**src/rtl/field_merge_sched.sv**
```systemverilog
// Merges varint-encoder and raw-data FIFO heads into one byte stream ordered by field index.
// Optional stall watchdog is enabled with FIELD_MERGE_SCHED_WATCHDOG_EN.
module field_merge_sched #(
  parameter int unsigned IDX_W   = 10,
  parameter int unsigned TIMEOUT = 1024
) (
  input  logic             clk,
  input  logic             reset,
  input  logic             start,
  input  logic [IDX_W-1:0] field_count,
  input  logic             vl_empty,
  input  logic [79:0]      vl_data,
  input  logic [3:0]       vl_size,
  input  logic [IDX_W-1:0] vl_index,
  output logic             vl_pop,
  input  logic             rd_empty,
  input  logic [31:0]      rd_data,
  input  logic [3:0]       rd_wstrb,
  input  logic [IDX_W-1:0] rd_index,
  input  logic             rd_last,
  output logic             rd_pop,
  output logic [7:0]       out_data,
  output logic             out_valid,
  input  logic             out_ready,
  output logic             busy,
  output logic             done,
  output logic             err
);

  typedef enum logic [2:0] {StIdle, StPick, StEmitVl, StEmitRd, StErr} state_e;

  state_e           state_q;
  logic [IDX_W-1:0] next_idx_q;
  logic [IDX_W-1:0] count_q;
  logic [3:0]       byte_cnt_q;

  logic       accept;
  logic       pop_pending;
  logic       vl_hit;
  logic       rd_hit;
  logic       vl_size_ok;
  logic       last_field;
  logic       rd_wait;
  logic       rd_load;
  logic       rd_end;
  logic       vl_end;
  logic       field_end;
  logic       to_err;
  logic       wd_fire;
  logic [1:0] rd_first_lane;
  logic [1:0] rd_next_lane;
  logic       rd_has_next;
  logic [7:0] rd_first_byte;
  logic [7:0] rd_next_byte;
  logic [7:0] vl_next_byte;

  always_comb begin
    accept      = out_valid & out_ready;
    // A head being popped this cycle is stale; decisions wait one cycle for the new head.
    pop_pending = vl_pop | rd_pop;
    vl_hit      = !vl_empty && (vl_index == next_idx_q);
    rd_hit      = !rd_empty && (rd_index == next_idx_q);
    vl_size_ok  = (vl_size != 4'd0) && (vl_size <= 4'd10);
    last_field  = (next_idx_q + IDX_W'(1)) == count_q;

    rd_wait = (state_q == StEmitRd) && !out_valid && !rd_pop;
    rd_load = ((state_q == StPick) && !pop_pending && !vl_hit && rd_hit) || (rd_wait && rd_hit);
    rd_end  = (rd_load && (rd_wstrb == 4'b0000)) ||
              ((state_q == StEmitRd) && accept && !rd_has_next);
    vl_end  = (state_q == StEmitVl) && accept && ((byte_cnt_q + 4'd1) == vl_size);
    field_end = vl_end || (rd_end && rd_last);

    to_err = ((state_q == StPick) && !pop_pending &&
              ((vl_hit && !vl_size_ok) || (!vl_hit && !rd_hit && !vl_empty && !rd_empty))) ||
             (rd_wait && !rd_empty && !rd_hit) ||
             wd_fire;
  end

  // Lane search: lowest set strobe, and lowest set strobe above the current lane.
  always_comb begin
    rd_first_lane = 2'd0;
    rd_next_lane  = 2'd0;
    rd_has_next   = 1'b0;
    for (int i = 3; i >= 0; i--) begin
      if (rd_wstrb[i]) begin
        rd_first_lane = 2'(i);
      end
      if (rd_wstrb[i] && (4'(i) > byte_cnt_q)) begin
        rd_next_lane = 2'(i);
        rd_has_next  = 1'b1;
      end
    end
    rd_first_byte = rd_data[8*rd_first_lane +: 8];
    rd_next_byte  = rd_data[8*rd_next_lane +: 8];
    vl_next_byte  = 8'h00;
    for (int i = 1; i < 10; i++) begin
      if (4'(i) == (byte_cnt_q + 4'd1)) begin
        vl_next_byte = vl_data[8*i +: 8];
      end
    end
  end

`ifdef FIELD_MERGE_SCHED_WATCHDOG_EN
  localparam int unsigned WdW = $clog2(TIMEOUT + 1);

  logic [WdW-1:0] wd_cnt_q;
  logic           wd_stall;

  always_comb begin
    wd_stall = ((state_q == StPick) && !vl_hit && !rd_hit) || (out_valid && !out_ready);
    wd_fire  = wd_stall && (wd_cnt_q == WdW'(TIMEOUT - 1));
  end

  always_ff @(posedge clk or negedge reset) begin
    if (!reset) begin
      wd_cnt_q <= '0;
    end else if (!wd_stall || wd_fire) begin
      wd_cnt_q <= '0;
    end else begin
      wd_cnt_q <= wd_cnt_q + WdW'(1);
    end
  end
`else
  assign wd_fire = 1'b0;
`endif

  always_ff @(posedge clk or negedge reset) begin
    if (!reset) begin
      state_q    <= StIdle;
      next_idx_q <= '0;
      count_q    <= '0;
      byte_cnt_q <= '0;
      out_valid  <= 1'b0;
      out_data   <= 8'h00;
      vl_pop     <= 1'b0;
      rd_pop     <= 1'b0;
      busy       <= 1'b0;
      done       <= 1'b0;
      err        <= 1'b0;
    end else begin
      vl_pop <= 1'b0;
      rd_pop <= 1'b0;
      done   <= 1'b0;

      unique case (state_q)
        StIdle, StErr: begin
          busy <= 1'b0;
          if (start) begin
            count_q    <= field_count;
            next_idx_q <= '0;
            byte_cnt_q <= '0;
            err        <= 1'b0;
            if (field_count == '0) begin
              done    <= 1'b1;
              state_q <= StIdle;
            end else begin
              busy    <= 1'b1;
              state_q <= StPick;
            end
          end
        end
        StPick: begin
          if (!pop_pending) begin
            if (vl_hit && vl_size_ok) begin
              out_valid  <= 1'b1;
              out_data   <= vl_data[7:0];
              byte_cnt_q <= '0;
              state_q    <= StEmitVl;
            end else if (!vl_hit && rd_hit) begin
              state_q <= StEmitRd;
            end
          end
        end
        StEmitVl: begin
          if (accept && !vl_end) begin
            byte_cnt_q <= byte_cnt_q + 4'd1;
            out_data   <= vl_next_byte;
          end
        end
        StEmitRd: begin
          if (accept && rd_has_next) begin
            byte_cnt_q <= {2'b00, rd_next_lane};
            out_data   <= rd_next_byte;
          end
        end
        default: state_q <= StIdle;
      endcase

      if (rd_load && (rd_wstrb != 4'b0000)) begin
        out_valid  <= 1'b1;
        out_data   <= rd_first_byte;
        byte_cnt_q <= {2'b00, rd_first_lane};
      end

      if (vl_end || rd_end) begin
        out_valid  <= 1'b0;
        byte_cnt_q <= '0;
        vl_pop     <= vl_end;
        rd_pop     <= rd_end;
      end

      if (field_end) begin
        next_idx_q <= next_idx_q + IDX_W'(1);
        if (last_field) begin
          done    <= 1'b1;
          state_q <= StIdle;
        end else begin
          state_q <= StPick;
        end
      end

      if (to_err) begin
        state_q    <= StErr;
        err        <= 1'b1;
        busy       <= 1'b0;
        out_valid  <= 1'b0;
        byte_cnt_q <= '0;
      end
    end
  end

endmodule

```
**config.mk**
```make
export PLATFORM = sky130hd
export DESIGN_NAME = field_merge_sched
export DESIGN_NICKNAME = d
export VERILOG_FILES = /design/src/rtl/field_merge_sched.sv
export SDC_FILE = /design/constraint.sdc
export NUM_CORES = 1
export LEC_CHECK = 0
export CELL_PAD_IN_SITES_DETAIL_PLACEMENT = 0
export CELL_PAD_IN_SITES_GLOBAL_PLACEMENT = 1
export CORE_ASPECT_RATIO = 1.25
export CORE_MARGIN = 2
export CORE_UTILIZATION = 32
export CTS_CLUSTER_DIAMETER = 50
export DETAILED_ROUTE_END_ITERATION = 10
export GPL_ROUTABILITY_DRIVEN = 0
export PLACE_DENSITY_LB_ADDON = 0.25
export SLEW_MARGIN = 40
export SYNTH_ARGS = -nofsm -noshare
export SYNTH_HDL_FRONTEND = slang
export SYNTH_SLANG_ARGS = --single-unit
```
**constraint.sdc**
```tcl
create_clock -name clk -period 3 [get_ports clk]
set_clock_uncertainty 0.2 [all_clocks]
set_input_delay 0.6 -clock clk [delete_from_list [all_inputs] [get_ports clk]]
set_output_delay 0.6 -clock clk [all_outputs]
set_load 0.005 [all_outputs]
```
# == Yosys cells after proc, flatten, opt, wreduce, memory -nomap -nowiden ==
# Index checks and enable logic that the tools add are counted.
# totals
elab_cells,190
output_inout_bits,14
in_bits,157
regBits,41
# op_classes
n_reduce_logical,69
addsub,2
bitwise_logic,2
shift,2
magnitude_cmp,5
muxes,68
eq_ne,31
# op_table
operator,count
two-way mux 8 bit,14
variable part select 32 x 6 -> 8 bit,2
two-way mux 4 bit,8
logical AND 1 bit,31
equality test 10 bit,3
two-way mux 10 bit,3
two-way mux 1 bit,26
case mux 8 bit (3 select lines),1
nonzero test 4 bit,5
two-way mux 3 bit,6
equality test 3 x 4 -> 1 bit (first input constant),4
two-way mux 2 bit,8
case mux 4 bit (4 select lines),1
inequality test 5 x 2 -> 1 bit (second input constant),3
inequality test 3 x 1 -> 1 bit (second input constant),4
adder 10 x 1 -> 10 bit (second input constant),1
zero test 1 bit,10
zero test 10 bit,1
inequality test 5 x 3 -> 1 bit (second input constant),2
case mux 3 bit (3 select lines),1
equality test 2 x 4 -> 1 bit (first input constant),2
equality test 4 bit (first input constant),2
greater-than comparator 1 x 4 -> 1 bit (first input constant),2
greater-than comparator 2 x 4 -> 1 bit (first input constant),2
24 further kinds,37

# == Depth between registers and ports, before layout ==
# Gate-level depths: netlist of run 1.
# depth
ltp_word,14
depth_mapped,11
mapped_depth_nobuf,9

# == Least setup slack after synthesis of run 1 ==
# Ideal clock, no wire load.
# synth_timing
kind,input port to flip-flop
from,input port rd_index[8]
to,register state_q[0]
arrival_time_ps,2436
slack_ps,245
setup_ps,120
required_ps,2680
stages,7
cell_sequence,xor2_1 > nor4_4 > nand4b_4 > a2111oi_4 > a211oi_2 > or4_1 > and3b_1
# synth_via
elab_chain_cells,11
word_cells_on_any_way,25
# synth_lines
item,line_no,rtl
start: declaration,19,"input logic [IDX_W-1:0] rd_index,"
equality test 10 bit *,62,rd_hit = !rd_empty && (rd_index == next_idx_q);
logical AND 1 bit *,62,
zero test 1 bit,"74, 75",
logical AND 1 bit (3 in series),74,((vl_hit && !vl_size_ok) || (!vl_hit && !rd_hit && !vl_empty && !rd_empty))) ||
logical OR 1 bit,74,
logical AND 1 bit,73,to_err = ((state_q == StPick) && !pop_pending &&
logical OR 1 bit,74,
inequality test 5 x 3 -> 1 bit (no source line) (tied with other cells),--,
AND reduction 4 bit (no source line),--,
end signal: assignment,129,state_q <= StIdle;
end signal: assignment,155,state_q <= StIdle;
end signal: assignment,158,state_q <= StPick;
end: declaration,32,state_e state_q;
# Mark *: on every way between the ends. The rest lies on a longest branch, timed or not.
# A chain may end at the register's enable or synchronous reset.

# == Worst setup path in the final report of run 1 ==
# layout_timing
from,input port rd_index[1]
to,register out_data[2]
# layout_via
elab_chain_cells,7
word_cells_on_any_way,13
# layout_lines
item,line_no,rtl
equality test 10 bit *,62,
logical AND 1 bit *,62,
logical AND 1 bit,67,rd_load = ((state_q == StPick) && !pop_pending && !vl_hit && rd_hit) || (rd_wait && rd_hit);
logical OR 1 bit *,67,
logical AND 1 bit *,189,if (rd_load && (rd_wstrb != 4'b0000)) begin
inequality test 3 x 1 -> 1 bit (no source line) (tied with other cells),--,
AND reduction 5 bit (no source line),--,
end signal: assignment,177,out_data <= vl_next_byte;
end signal: assignment,183,out_data <= rd_next_byte;
end signal: assignment,191,out_data <= rd_first_byte;
end: declaration,22,"output logic [7:0] out_data,"
# Marked as above.

==> run_results.csv, run 1 <==
group,metric,value,unit
status,status,"finished, final reports clean",
synthesis,avgSynthCellArea,8.04,µm²
finish,syn_to_final_growth,58.1,%
finish,num_antenna_cells,0,
sta,rsz0062_at_grt,"no",
global_route,grt_max_degree,42,
synthesis,ys_types,80,
sta,drv_slew,0,
clocking,cts_tree,"built",
worst_setup_path,path_class,"in2reg",
floorplan,die_area,14200,µm²
synthesis,yosysSeqAreaShare,24.2,%
placed_design,placed_cell_area,6480,µm²
global_route,track_usage,22.7,%
synthesis,synthTopCellsByArea,"dfrtp_1 (24%), nand2_1 (6.0%), xor2_1 (5.6%)",
power_and_ir_drop,powerDensity,510,nW/µm²
synthesis,synth_largest_area_cell,"dfrtp_1",
worst_setup_path,cp_data_arrival_time,2.91,ns
routing,vias,4910,
synthesis,synthMuxAreaShare,7.45,%
worst_hold_path,hold_path_class,"in2async",
synthesis,syn_area,4250,µm²
routing,drt_pre_antenna_iters,6,
clocking,insertion_delay,0.29,ns
routing,wl,16.4,mm
synthesis,synth_cells,528,
clocking,clockBufferDepth,2,
sta,hold_viol,0,
routing,drt_iter0_markers,178,
synthesis,synth-simple-area-share,25.6,%
placed_design,hpwl,13.3,mm
worst_setup_path,crit_path_end_kind,"register",
routing,viasPerCell,5.43,
synthesis,yosys_most_used_dff,"dfrtp_1",
synthesis,synth_top_family_by_area,"compound AO/OA/AOI/OAI gates",
placed_design,port_buffers,170,
synthesis,synth_seq_cells,41,
synthesis,synth_edf_count,0,
synthesis,synthMostInstantiatedCell,"nand2_1",
power_and_ir_drop,leakagePower,0.00287,µW
floorplan,rows,47,
sta,layout_min_cycle_time,2.88,ns
global_route,grt_overflow,0,
sta,fin_crit_sh,95.9,%
sta,setup_violations,0,
clocking,cts_root_buffer,"clkbuf_16",
global_route,antenna_found_initial,0,
sta,max_freq,348,MHz
routing,route.detailed.drc,0,
worst_setup_path,path_common_cell,"buf_4",
synthesis,yosysWarnings,0,
floorplan,pin_count,171,
finish,fin_util,51.2,%
worst_setup_path,crit_chain,"clkdlybuf4s50_1 -> xor2_1 -> nor4_4 -> nand4b_4 -> buf_4 -> a2111oi_1 -> buf_4 -> nor2_1 -> a21boi_0 -> o21a_1",
floorplan,core,13100,µm²
clocking,clkSinkCount,41,
global_route,grt_pass1_wl,25.8,mm
clocking,path_clk_slew,0.07,ns
sta,worst_pin_slew,0.582,ns
routing,ant_nets,0,
placed_design,post-place-ws,-0.323,ns
synthesis,synth_nets,690,
worst_setup_path,critPathSlowestCell,"a2111oi_1",
floorplan,start_util,32.4,%
synthesis,synth_common_cells,"nand2_1 (68), dfrtp_1 (41), nor2_1 (29)",
floorplan,die_h,133,µm
worst_setup_path,cp_max_fo,4,
synthesis,synth_compound_area_share,27.0,%
synthesis,synth_top_cell_area_share,24.2,%
worst_setup_path,cp-start-kind,"input port",
global_route,grt_pass1_vias,5092,
synthesis,synthArstFlopShare,100,%
worst_setup_path,worstPathRequired,3.03,ns
synthesis,synth_xor_xnor_area_share,8.99,%
finish,final_nets,895,
clocking,cts_max_level,2,
sta,setup_ws,0.123,ns
clocking,cts_made_buffers,5,
job,drv_cap,0,
worst_setup_path,crit_path_max_incr_delay,0.43,ns
finish,design_area,6710,µm²
floorplan,die_width,107,µm
power_and_ir_drop,vdd_drop_max,0.365,mV
synthesis,synth_adder_area_share,1.47,%
routing,avgRoutedWirePerCell,18.2,µm
finish,drive_gt1_share,15.4,%
sta,slew_headroom,61.0,%
power by group:
| group | internal (µW) | leakage, µW | total (µW) | switching (µW) |
|---|---|---|---|---|
| combinational | 976 | 0.00225 | 2060 | 1090 |
| clock | 321 | 0.0000767 | 585 | 264 |
| sequential | 670 | 0.000545 | 780 | 110 |
| total | 1970 | 0.00287 | 3430 | 1460 |
stage by stage:
stage          power [µW]  instances  hold WS, ns  setup TNS (ns)
6_report             3430        905       0.0879               0
5_1_grt              3680        905        0.139               0
4_1_cts              3420        904        0.121               0
3_5_place_dp         2820        896        0.294           -3.06
3_3_place_gp         2790        896        0.268           -1.78
2_1_floorplan        1980        528        0.104               0
placed cells by master, fill, tap and decap left out, types with 4 or more instances in the layout:
cell and n:
o21ai_1 5, buf_4 67, nor2_1 29, nor2b_1 7, o21ai_0 25, a22oi_1 4
nand2_1 67, a31oi_1 6, nand3_1 27, a21o_1 11, nand4_1 6, o21a_1 5
a32oi_1 5, clkdlybuf4s50_1 169, mux2i_1 17, mux4_2 5, o211ai_1 11, nor3b_1 4
clkbuf_16 5, o22ai_1 7, a21oi_1 20, nor3_1 17, xor2_1 27, nand2b_1 4
dfrtp_1 39, inv_1 11, xnor2_1 14, a211oi_1 9, and3_1 8, nor4_1 9
routing by layer:
metal	track usage, %	vias up	part of all wire [%]
met5	0	-	0
met4	3.75	0	1.4
met3	3.69	16	5.8
met2	42.9	169	53
met1	26.8	2322	40
li1	-	2403	-
timing repair:
item                       in CTS  in global routing
hold buffers                    0                  0
setup endpoints to repair       3                 10
pin swaps                       0                  5
buffers inserted                0                  1
gates resized for setup         4                 12
cell type report:
class / instances / area [µm²]
fillers: 1281 / 6400
clock inverters: 3 / 28.8
flip-flops and latches: 41 / 1030
multi-input cells: 436 / 3060
well taps: 171 / 214
repair buffers: 237 / 2210
clock buffers: 5 / 125
inverters: 12 / 45.0
cell families after synthesis:
kind of cell	count (synthesis)
buffers and inverters	51
AOI/OAI and AO/OA	157
and+or+nand+nor	207
DFF	41
xor gates and xnor gates	42
muxes	25
adders and majority gates	5
sequential cells by signal, indices dropped and copies added (netlist names):
name	flops
next_idx_q	10
busy	1
count_q	10
state_q	3
err	1
vl_pop	1
done	1
byte_cnt_q	4
rd_pop	1
out_valid	1
out_data	8
worst paths after layout:
check	from	end	slack [ns]	depth (start not counted)
setup / recovery	rd_index[1]	out_data[2]	0.12	10
max in group asynchronous	reset	next_idx_q[0]	2.07	1
min in group clk	err	err	0.30	1
hold / removal	reset	out_data[3]	0.09	1
setup reg to reg	byte_cnt_q[0]	byte_cnt_q[0]	0.16	10
hold reg to reg	err	err	0.30	1
worst max-delay path, delay by kind of cell:
family                 cells  cell delay [ns]
AO/OA/AOI/OAI              3             0.79
buffers and inverters      3             0.78
AND/OR/NAND/NOR            3             0.56
XOR/XNOR                   1             0.17
(Power assumes the default switching activity.)
==> inputs of run 2 (changes only) <==
CORE_UTILIZATION = 34   (was 32)
SETUP_SLACK_MARGIN = 0.4   (was default)
clock period = 3.35 ns   (was 3 ns; I/O delays follow)
==> run 2 against run 1 <==
- total power shrank 11%
- wire length fell by 1.2%
- sequential power shrank 7.1%
- largest cell class unchanged
- largest power group unchanged
==> run_results.csv, run 2 (synthesis gave the netlist of run 1 again) <==
group,metric,value,unit
status,status,"finished, final reports clean",
worst_setup_path,critPathSlowestCell,"or4_1",
floorplan,die_width,104,µm
floorplan,core,12200,µm²
power_and_ir_drop,total_power,3040,µW
global_route,grt_overflow,0,
worst_setup_path,critPathTopFamily,"compound AO/OA/AOI/OAI gates",
routing,wl,16.3,mm
global_route,grt_pass1_wl,25.7,mm
worst_setup_path,crit_path_max_incr_delay,0.52,ns
sta,layout_min_cycle_time,2.92,ns
routing,vias,4860,
sta,setup_ws,0.430,ns
power_and_ir_drop,powerDensity,461,nW/µm²
sta,drv_slew,0,
worst_setup_path,crit_chain,"clkdlybuf4s50_1 -> or4_1 -> o21ai_0 -> buf_4 -> o21ai_1 -> and3_2 -> o2111a_1 -> o311a_1",
job,drv_cap,0,
floorplan,pin_count,171,
finish,num_antenna_cells,0,
worst_setup_path,cp_max_fo,6,
floorplan,start_util,34.9,%
routing,avgRoutedWirePerCell,18.7,µm
finish,final_common_cell,"clkdlybuf4s50_1",
global_route,grt_max_degree,20,
placed_design,port_buffers,170,
placed_design,post-place-ws,-0.0126,ns
finish,final_cell_mix,"clkdlybuf4s50_1 (164), nand2_1 (66), buf_4 (39), dfrtp_1 (37), nor2_1 (28)",
placed_design,hpwl,12.8,mm
routing,route.detailed.drc,0,
worst_setup_path,crit_path_end_kind,"register",
floorplan,rows,45,
sta,rsz0062_at_grt,"yes",
clocking,path_clk_slew,0.06,ns
sta,setup_violations,0,
clocking,clockBufferDepth,2,
sta,hold_viol,0,
clocking,insertion_delay,0.29,ns
power_and_ir_drop,leakagePower,0.00278,µW
worst_setup_path,cp-start-kind,"input port",
routing,viasPerCell,5.59,
power_and_ir_drop,vdd_drop_max,0.295,mV
worst_setup_path,worstPathRequired,3.32,ns
finish,final_cells,870,
clocking,postCtsHoldBufs,0,
finish,syn_to_final_growth,55.4,%
worst_setup_path,regToRegStartpoint,"next_idx_q[0]",
worst_setup_path,cp_data_arrival_time,2.89,ns
global_route,grt_pass1_vias,4921,
sta,max_freq,342,MHz
worst_setup_path,critPathBufInv,2,
floorplan,die_h,129,µm
sta,worst_pin_slew,0.650,ns
sta,slew_headroom,56.7,%
clocking,cts_made_buffers,5,
global_route,track_usage,23.7,%
global_route,antenna_found_initial,0,
finish,final_nets,867,
worst_hold_path,hold_path_class,"in2async",
placed_design,dp.cells,861,
clocking,cts_root_buffer,"clkbuf_16",
clocking,cts_tree,"built",
clocking,clkSinkCount,41,
finish,reg.largest.list,"count_q x10, next_idx_q x10, out_data x8",
floorplan,die_area,13400,µm²
routing,ant_nets,0,
routing,drt_iter0_markers,331,
finish,drive_gt1_share,14.9,%
worst_setup_path,path_class,"in2reg",
clocking,cts_max_level,2,
sta,fin_crit_sh,87.2,%
worst_setup_path,startpoint,"vl_size[0]",
routing,drt_pre_antenna_iters,5,
[run 2: cell types whose count changed in the layout (fill, tap and decap cells not counted), moves of 5 or more]
cell / previous run / this run
xor2_2: 0 / 5
xor2_1: 27 / 22
buf_4: 67 / 39
dlymetal6s2s_1: 0 / 5
clkdlybuf4s50_1: 169 / 164
[run 2: worst reg2reg max path, stage by stage, from the launching register on]
cell,delay (ns)
dfrtp_1,0.46
ha_2,0.29
nand3_2,0.18
nor2_2,0.23
xnor2_1,0.14
nand4_1,0.08
or4_1,0.41
or4_4,0.55
and3b_1,0.18
[run 2: area by class of cell]
cell class,count,area (µm²)
Clock buffer,6,129
Clock inverter,2,38.8
Fill cell,1177,5560
Inverter,12,45.0
Multi-Input combinational cell,436,3150
Sequential cell,41,1030
Tap cell,164,205
Timing Repair Buffer,209,2000
[run 2: where the power goes]
| group | switching, µW | internal [µW] | total, µW |
|---|---|---|---|
| sequential | 123 | 602 | 725 |
| clock | 210 | 354 | 564 |
| combinational | 949 | 804 | 1750 |
[run 2: worst paths after layout]
kind	endpoint	slack, ns	cells past startpoint
hold / removal	out_data[7]	0.12	1
setup reg to reg	state_q[0]	0.54	8
max in group asynchronous	next_idx_q[1]	2.23	2
setup / recovery	byte_cnt_q[0]	0.43	8
min in group clk	count_q[5]	0.29	2
hold reg to reg	count_q[5]	0.29	2
[run 2: per-stage QoR]
stage | TNS, ns | hold slack, ns | utilization [%] | instance area [µm²]
finish | 0 | 0.122 | 54.3 | 6600
global route | 0 | 0.141 | 54.3 | 6600
CTS | 0 | 0.127 | 53.0 | 6450
detailed placement | -0.0126 | 0.284 | 51.4 | 6250
global placement | 0 | 0.283 | 51.4 | 6250
floorplan | 0 | 0.174 | - | 4250
[run 2: per-layer routing]
layer / GRT usage, % / part of all wire (%)
met1: 28.8 / 41
met4: 7.87 / 2.7
met2: 42.9 / 51
met5: 0 / 0
met3: 3.65 / 5.5
[run 2: what timing repair did]
item,4_1_cts,5_1_grt
setup endpoints to repair,8,20
buffers inserted,0,1
resized for setup,9,32
pin swaps,3,7
==> inputs of run 3 (changes only) <==
SLEW_MARGIN = 30   (was 40)
==> results of run 3 <==
No change in the layout: final DEF, timing and power equal those of run 2.
==> edit 1: new RTL, settings of run 3 <==
Build with the macro `FIELD_MERGE_SCHED_WATCHDOG_EN` defined.
--- a/src/rtl/field_merge_sched.sv
+++ b/src/rtl/field_merge_sched.sv
@@ -2,2 +2,4 @@
 // Optional stall watchdog is enabled with FIELD_MERGE_SCHED_WATCHDOG_EN.
+`define FIELD_MERGE_SCHED_WATCHDOG_EN
+
 module field_merge_sched #(
Behaviour: no difference found for any inputs over 4 cycles, from zero or initial values and one cycle with reset low; that may be too few to reach the edited logic, so the function may still have changed.
==> edit 1 against run 3 <==
- count of clock-buffer cells in the layout unchanged
- wire length increased by 7.9%
- setup slack got worse by 0.0063 ns
- critical path depth increased by 1
- global-route usage decreased by 1.2 points
- synthesized cell count increased by 7.0%
- total power decreased by 1.3%
- core utilization decreased by 1.3 points
- sequential power increased by 23%
- register-to-register slack got worse by 0.09 ns
- sequential cell count increased by 11
- area after synthesis increased by 11%
- design area increased by 9.9%
- critical path type unchanged
==> edit 1: results (changes against run 3) <==
dpl hpwl 13.7 mm (+7.0%); vias in the first global route 5,152 (+4.7%); largest net degree at the start of global routing 25 (+25%); Post-DP Area 6740 sq um (+7.8%); worst slack, placed -0.0222 ns (-0.00964 ns); crit path max fanout 5 (-1); register area share after synthesis 27.7% (+3.5 points); RR Startpoint byte_cnt_q[0]; top cells by area, synth dfrtp_1 (28%), xor2_1 (6.5%), nand2_1 (5.9%); Arr. time, crit path 2.94 ns (+0.05 ns); total number of H-tree levels 2 (unchanged); Initial DRC Count 387 (+17%); Pre-antenna DRT Iters 5 (unchanged); GRT Util Overall 22.5% (-1.2 points); Slew @ Worst Pin 0.596 ns (-0.0540 ns); layout cell share with drive strength beyond 1 16.0% (+1.1 points); # nets final 919 (+6.0%); Mapped Nets 728 (+5.5%); worst r2r dst state_q[0]; post-synth cell types 77 (-3.8%); R2R depth 9 (+1); Max Transition Viols Final 0 (unchanged); Reg clk slew, reported paths 0.08 ns (+0.02 ns); first-pass GRT wire length 26.1 mm (+1.6%); status finished, final reports clean; maximum VDD drop 0.323 mV (+9.6%); Critical path origin vl_index[0]; wire per inst 18.8 um (+0.76%); area of the mapped netlist 4700 sq um (+11%); synth cell count leaders nand2_1 (74), dfrtp_1 (52), nor2_1 (45); Leakage 3.17 nW (+14%); PortBufs 170 (unchanged); Fillers 1,302 (+11%); worst hold slack 0.156 ns (+0.0335 ns); Via density 5.59 (about the same); reg2reg setup slack 0.45 ns (-0.09 ns); Largest regs wd_cnt_q x11, count_q x10, next_idx_q x10
==> edit 1: cell types whose count changed after synthesis, sizes merged, moves of 6 or more <==
| cell | before | now |
|---|---|---|
| nand2b | 4 | 12 |
| nor3b | 4 | 10 |
| dfrtp | 41 | 52 |
| a21o | 11 | 4 |
| a22o | 1 | 8 |
| xor2 | 27 | 35 |
| o21ai | 31 | 17 |
| nor2 | 30 | 47 |
| nand3 | 27 | 21 |
| nand2 | 68 | 74 |
| o211ai | 11 | 2 |
==> edit 1: worst max-delay path, cell delays in order <==
cell	delay (ns)
clkdlybuf4s50_1	0.45
xor2_2	0.17
nor4_4	0.22
buf_4	0.17
and3_4	0.18
o32ai_1	0.08
a311o_1	0.31
or3_4	0.45
a211oi_2	0.22
==> edit 1: repair_timing <==
| item | CTS | global route |
|---|---|---|
| gates resized for setup | 7 | 49 |
| setup endpoints to repair | 19 | 22 |
| pin swaps | 0 | 19 |
| buffers inserted | 0 | 14 |
==> edit 1: through the flow <==
stage               instances  utilization, %
floorplan                 565               -
global placement          910            49.2
detailed placement        910            49.2
CTS                       918            50.7
global route              932            53.0
finish                    932            53.0
==> edit 1: report_power, final <==
group | total (mW) | leakage [nW] | switching [mW] | internal, mW
clock network | 0.623 | 0.0871 | 0.248 | 0.375
registers | 0.891 | 0.674 | 0.115 | 0.776
logic | 1.49 | 2.41 | 0.701 | 0.789
==> edit 1: kinds of logic (layout without fill, tap and decap cells) <==
kind of cell    after synthesis  count (layout)  synth area share, %
xor+xnor                     51              51                 9.49
fa+ha+maj                     6               6                 1.60
mux                          22              22                 4.89
buf+inv                      45             237                 4.49
flops                        52              52                 27.7
simple gates                240             240                 27.5
compound gates              149             149                 24.4
==> edit 1: how the worst max path moves through the flow <==
stage,endpoint,cells past startpoint,slack [ns]
floorplan,state_q[0],9,0.54
global placement,state_q[0],8,-0.04
detailed placement,state_q[0],8,-0.02
CTS,state_q[0],8,0.34
global route,byte_cnt_q[1],9,0.38
finish,byte_cnt_q[1],9,0.42
==> edit 1: area by class of cell <==
type / count / share of cell area (%)
clock buffer: 6 / 1.92
clock inverter: 2 / 0.535
inverter: 8 / 0.414
multi-input combinational: 468 / 46.3
sequential: 52 / 18.0
tap: 175 / 3.02
timing repair buffer: 221 / 29.8
==> edit 1: per-layer routing <==
| layer | track usage, % | routed length, um |
|---|---|---|
| met5 | 0 | 0 |
| met4 | 8.02 | 503 |
| met3 | 3.85 | 1360 |
| met2 | 41.3 | 8870 |
| met1 | 25.8 | 6810 |
==> edit 2: new RTL, config.mk and constraints of run 3 <==
Made on the original files. The 5 states of `state_e` get a Gray code encoding in 3 bits.
--- a/src/rtl/field_merge_sched.sv
+++ b/src/rtl/field_merge_sched.sv
@@ -29,3 +29,3 @@
 
-  typedef enum logic [2:0] {StIdle, StPick, StEmitVl, StEmitRd, StErr} state_e;
+  typedef enum logic [2:0] {StIdle = 3'b000, StPick = 3'b001, StEmitVl = 3'b011, StEmitRd = 3'b010, StErr = 3'b110} state_e;
 
Behaviour: no difference found for any inputs over 4 cycles, from zero or initial values and one cycle with reset low; so few cycles prove little.
==> edit 2 against run 3 <==
- final cell count rose by 3.0%
- wire length rose by 6.7%
- area after synthesis grew 1.6%
- setup slack better by 0.027 ns
- design area is 3.9% higher
- highest routed layer unchanged
- sequential cell count unchanged
- hold slack gained 0.033 ns
- total power is 18% higher
==> edit 2: results (changes against run 3) <==
status finished, final reports clean; via count 5,073 (+4.4%); # diodes 0 (unchanged); insertion delay to the later sink of the worst-skew pair 0.30 ns; dpl hpwl 13.9 mm (+8.2%); largest net degree at the start of global routing 42 (+110%); crit path capture state_q[0]; vias in the first global route 5,273 (+7.2%); reg2reg setup slack 0.48 ns (-0.06 ns); Leakage 2.75 nW (-1.1%); synth cell count leaders nand2_1 (51), dfrtp_1 (41), xnor2_1 (30); Synth Warn # 0 (unchanged); Arr. time, crit path 2.87 ns (-0.02 ns); overall routed net length 17.3 mm (+6.7%); PortBufs 170 (unchanged); Largest regs count_q x10, next_idx_q x10, out_data x8; initial antenna violation count 0 (unchanged); first-pass GRT wire length 27.6 mm (+7.6%); max_cap viols 0 (unchanged); Initial DRC Count 265 (-20%); crit path max fanout 5 (-1); total number of H-tree levels 2 (unchanged); register area share after synthesis 23.8% (-0.37 points); Min-Delay Path Class in -> async; Post-synth ARST share 100% (unchanged); RR Startpoint state_q[1]; root buf cell clkbuf_16; Worst slew margin 56.2% (-0.44 points); CP Capture Type flip-flop; Reg clk slew, reported paths 0.06 ns (about the same); Post-DP Area 6390 sq um (+2.2%); # nets final 889 (+2.5%); top cells by area, synth dfrtp_1 (24%), xnor2_1 (6.1%), nand2_1 (4.4%); R2R depth 8 (unchanged); maximum VDD drop 0.392 mV (+33%); layout cell share with drive strength beyond 1 17.7% (+2.8 points); Critical path origin vl_index[7]; Max Root-Sink Buffers 2 (unchanged); Fillers 1,224 (+4.0%); post-synth cell types 71 (-11%); GRT Util Overall 25.5% (+1.9 points); worst r2r dst next_idx_q[5]; total CTS buffers 5 (unchanged); Pre-antenna DRT Iters 5 (unchanged); Mapped Nets 691 (+0.14%)
## edit 2: changes by cell type in the layout (fill, tap and decap cells not counted), moves of 11 or more
cell | run 3 | this run
buf_4 | 39 | 54
xnor2_1 | 13 | 26
mux2i_1 | 17 | 2
nand2b_1 | 4 | 15
o21ai_0 | 25 | 14
nand2_1 | 66 | 49
## edit 2: stage by stage
step           setup WS (ns)  std cells
6_report               0.457        896
5_1_grt                0.341        896
4_1_cts                0.394        888
3_5_place_dp          -0.146        874
3_3_place_gp         -0.0631        874
2_1_floorplan          0.456        529
## edit 2: report_power, final
part | internal (mW) | switching (mW) | total, mW
sequential | 0.660 | 0.143 | 0.803
combinational | 1.16 | 1.11 | 2.27
clock | 0.282 | 0.229 | 0.511
total | 2.10 | 1.48 | 3.58
## edit 2: area by class of cell
class	count	area, sq um	share of cell area, %
clock buffer	5	125	1.83
clock inverter	3	25.0	0.365
inverter	14	52.6	0.767
multi-input combinational	439	3290	48.0
sequential	41	1030	15.1
tap	168	210	3.07
timing repair buffer	226	2120	31.0
## edit 2: worst min-delay path by stage
stage | slack, ns | endpoint | from
final | 0.16 | out_data[6] | reset
after global routing | 0.20 | out_data[0] | reset
after CTS | 0.19 | state_q[1] | reset
after detailed placement | 0.28 | err | err
after global placement | 0.27 | err | err
after floorplan | 0.17 | busy | reset
## edit 2: worst max-delay path: stages
cell and delay [ns]:
clkdlybuf4s50_1 0.50, xnor2_2 0.13, nand4b_1 0.11, buf_4 0.17, nor3_4 0.27, mux2i_2 0.32, a211oi_2 0.11, buf_4 0.16
a21boi_2 0.14, o31a_1 0.28
## edit 2: timing repair
item / CTS / global route
setup endpoints to repair: 25 / 24
gates resized for setup: 29 / 36
buffers inserted: 5 / 8
cloned: 1 / 0
endpoints found under the hold margin: 0 / 0
pin swaps: 14 / 13
## edit 2: kinds of logic (layout without fill, tap and decap cells)
group                    count (synthesis)  in the layout  synth area share [%]
multiplexers                            20             20                  6.44
XOR/XNOR                                45             45                  9.46
buffers and inverters                   49            248                  4.67
flip-flops                              41             41                  23.8
AO/OA/AOI/OAI                          165            165                  28.5
adder cells (fa/ha/maj)                  5              5                  1.45
AND/OR/NAND/NOR                        204            204                  25.7
## edit 2: layer usage
layer / up-vias / global-route usage (%) / part of all wire [%] / wire, um
li1: 2431 / - / - / -
met1: 2379 / 28.3 / 38 / 6640
met2: 219 / 46.3 / 50 / 8720
met3: 44 / 4.30 / 6.1 / 1050
met4: 0 / 14.7 / 5.3 / 924
met5: - / 0 / 0 / 0
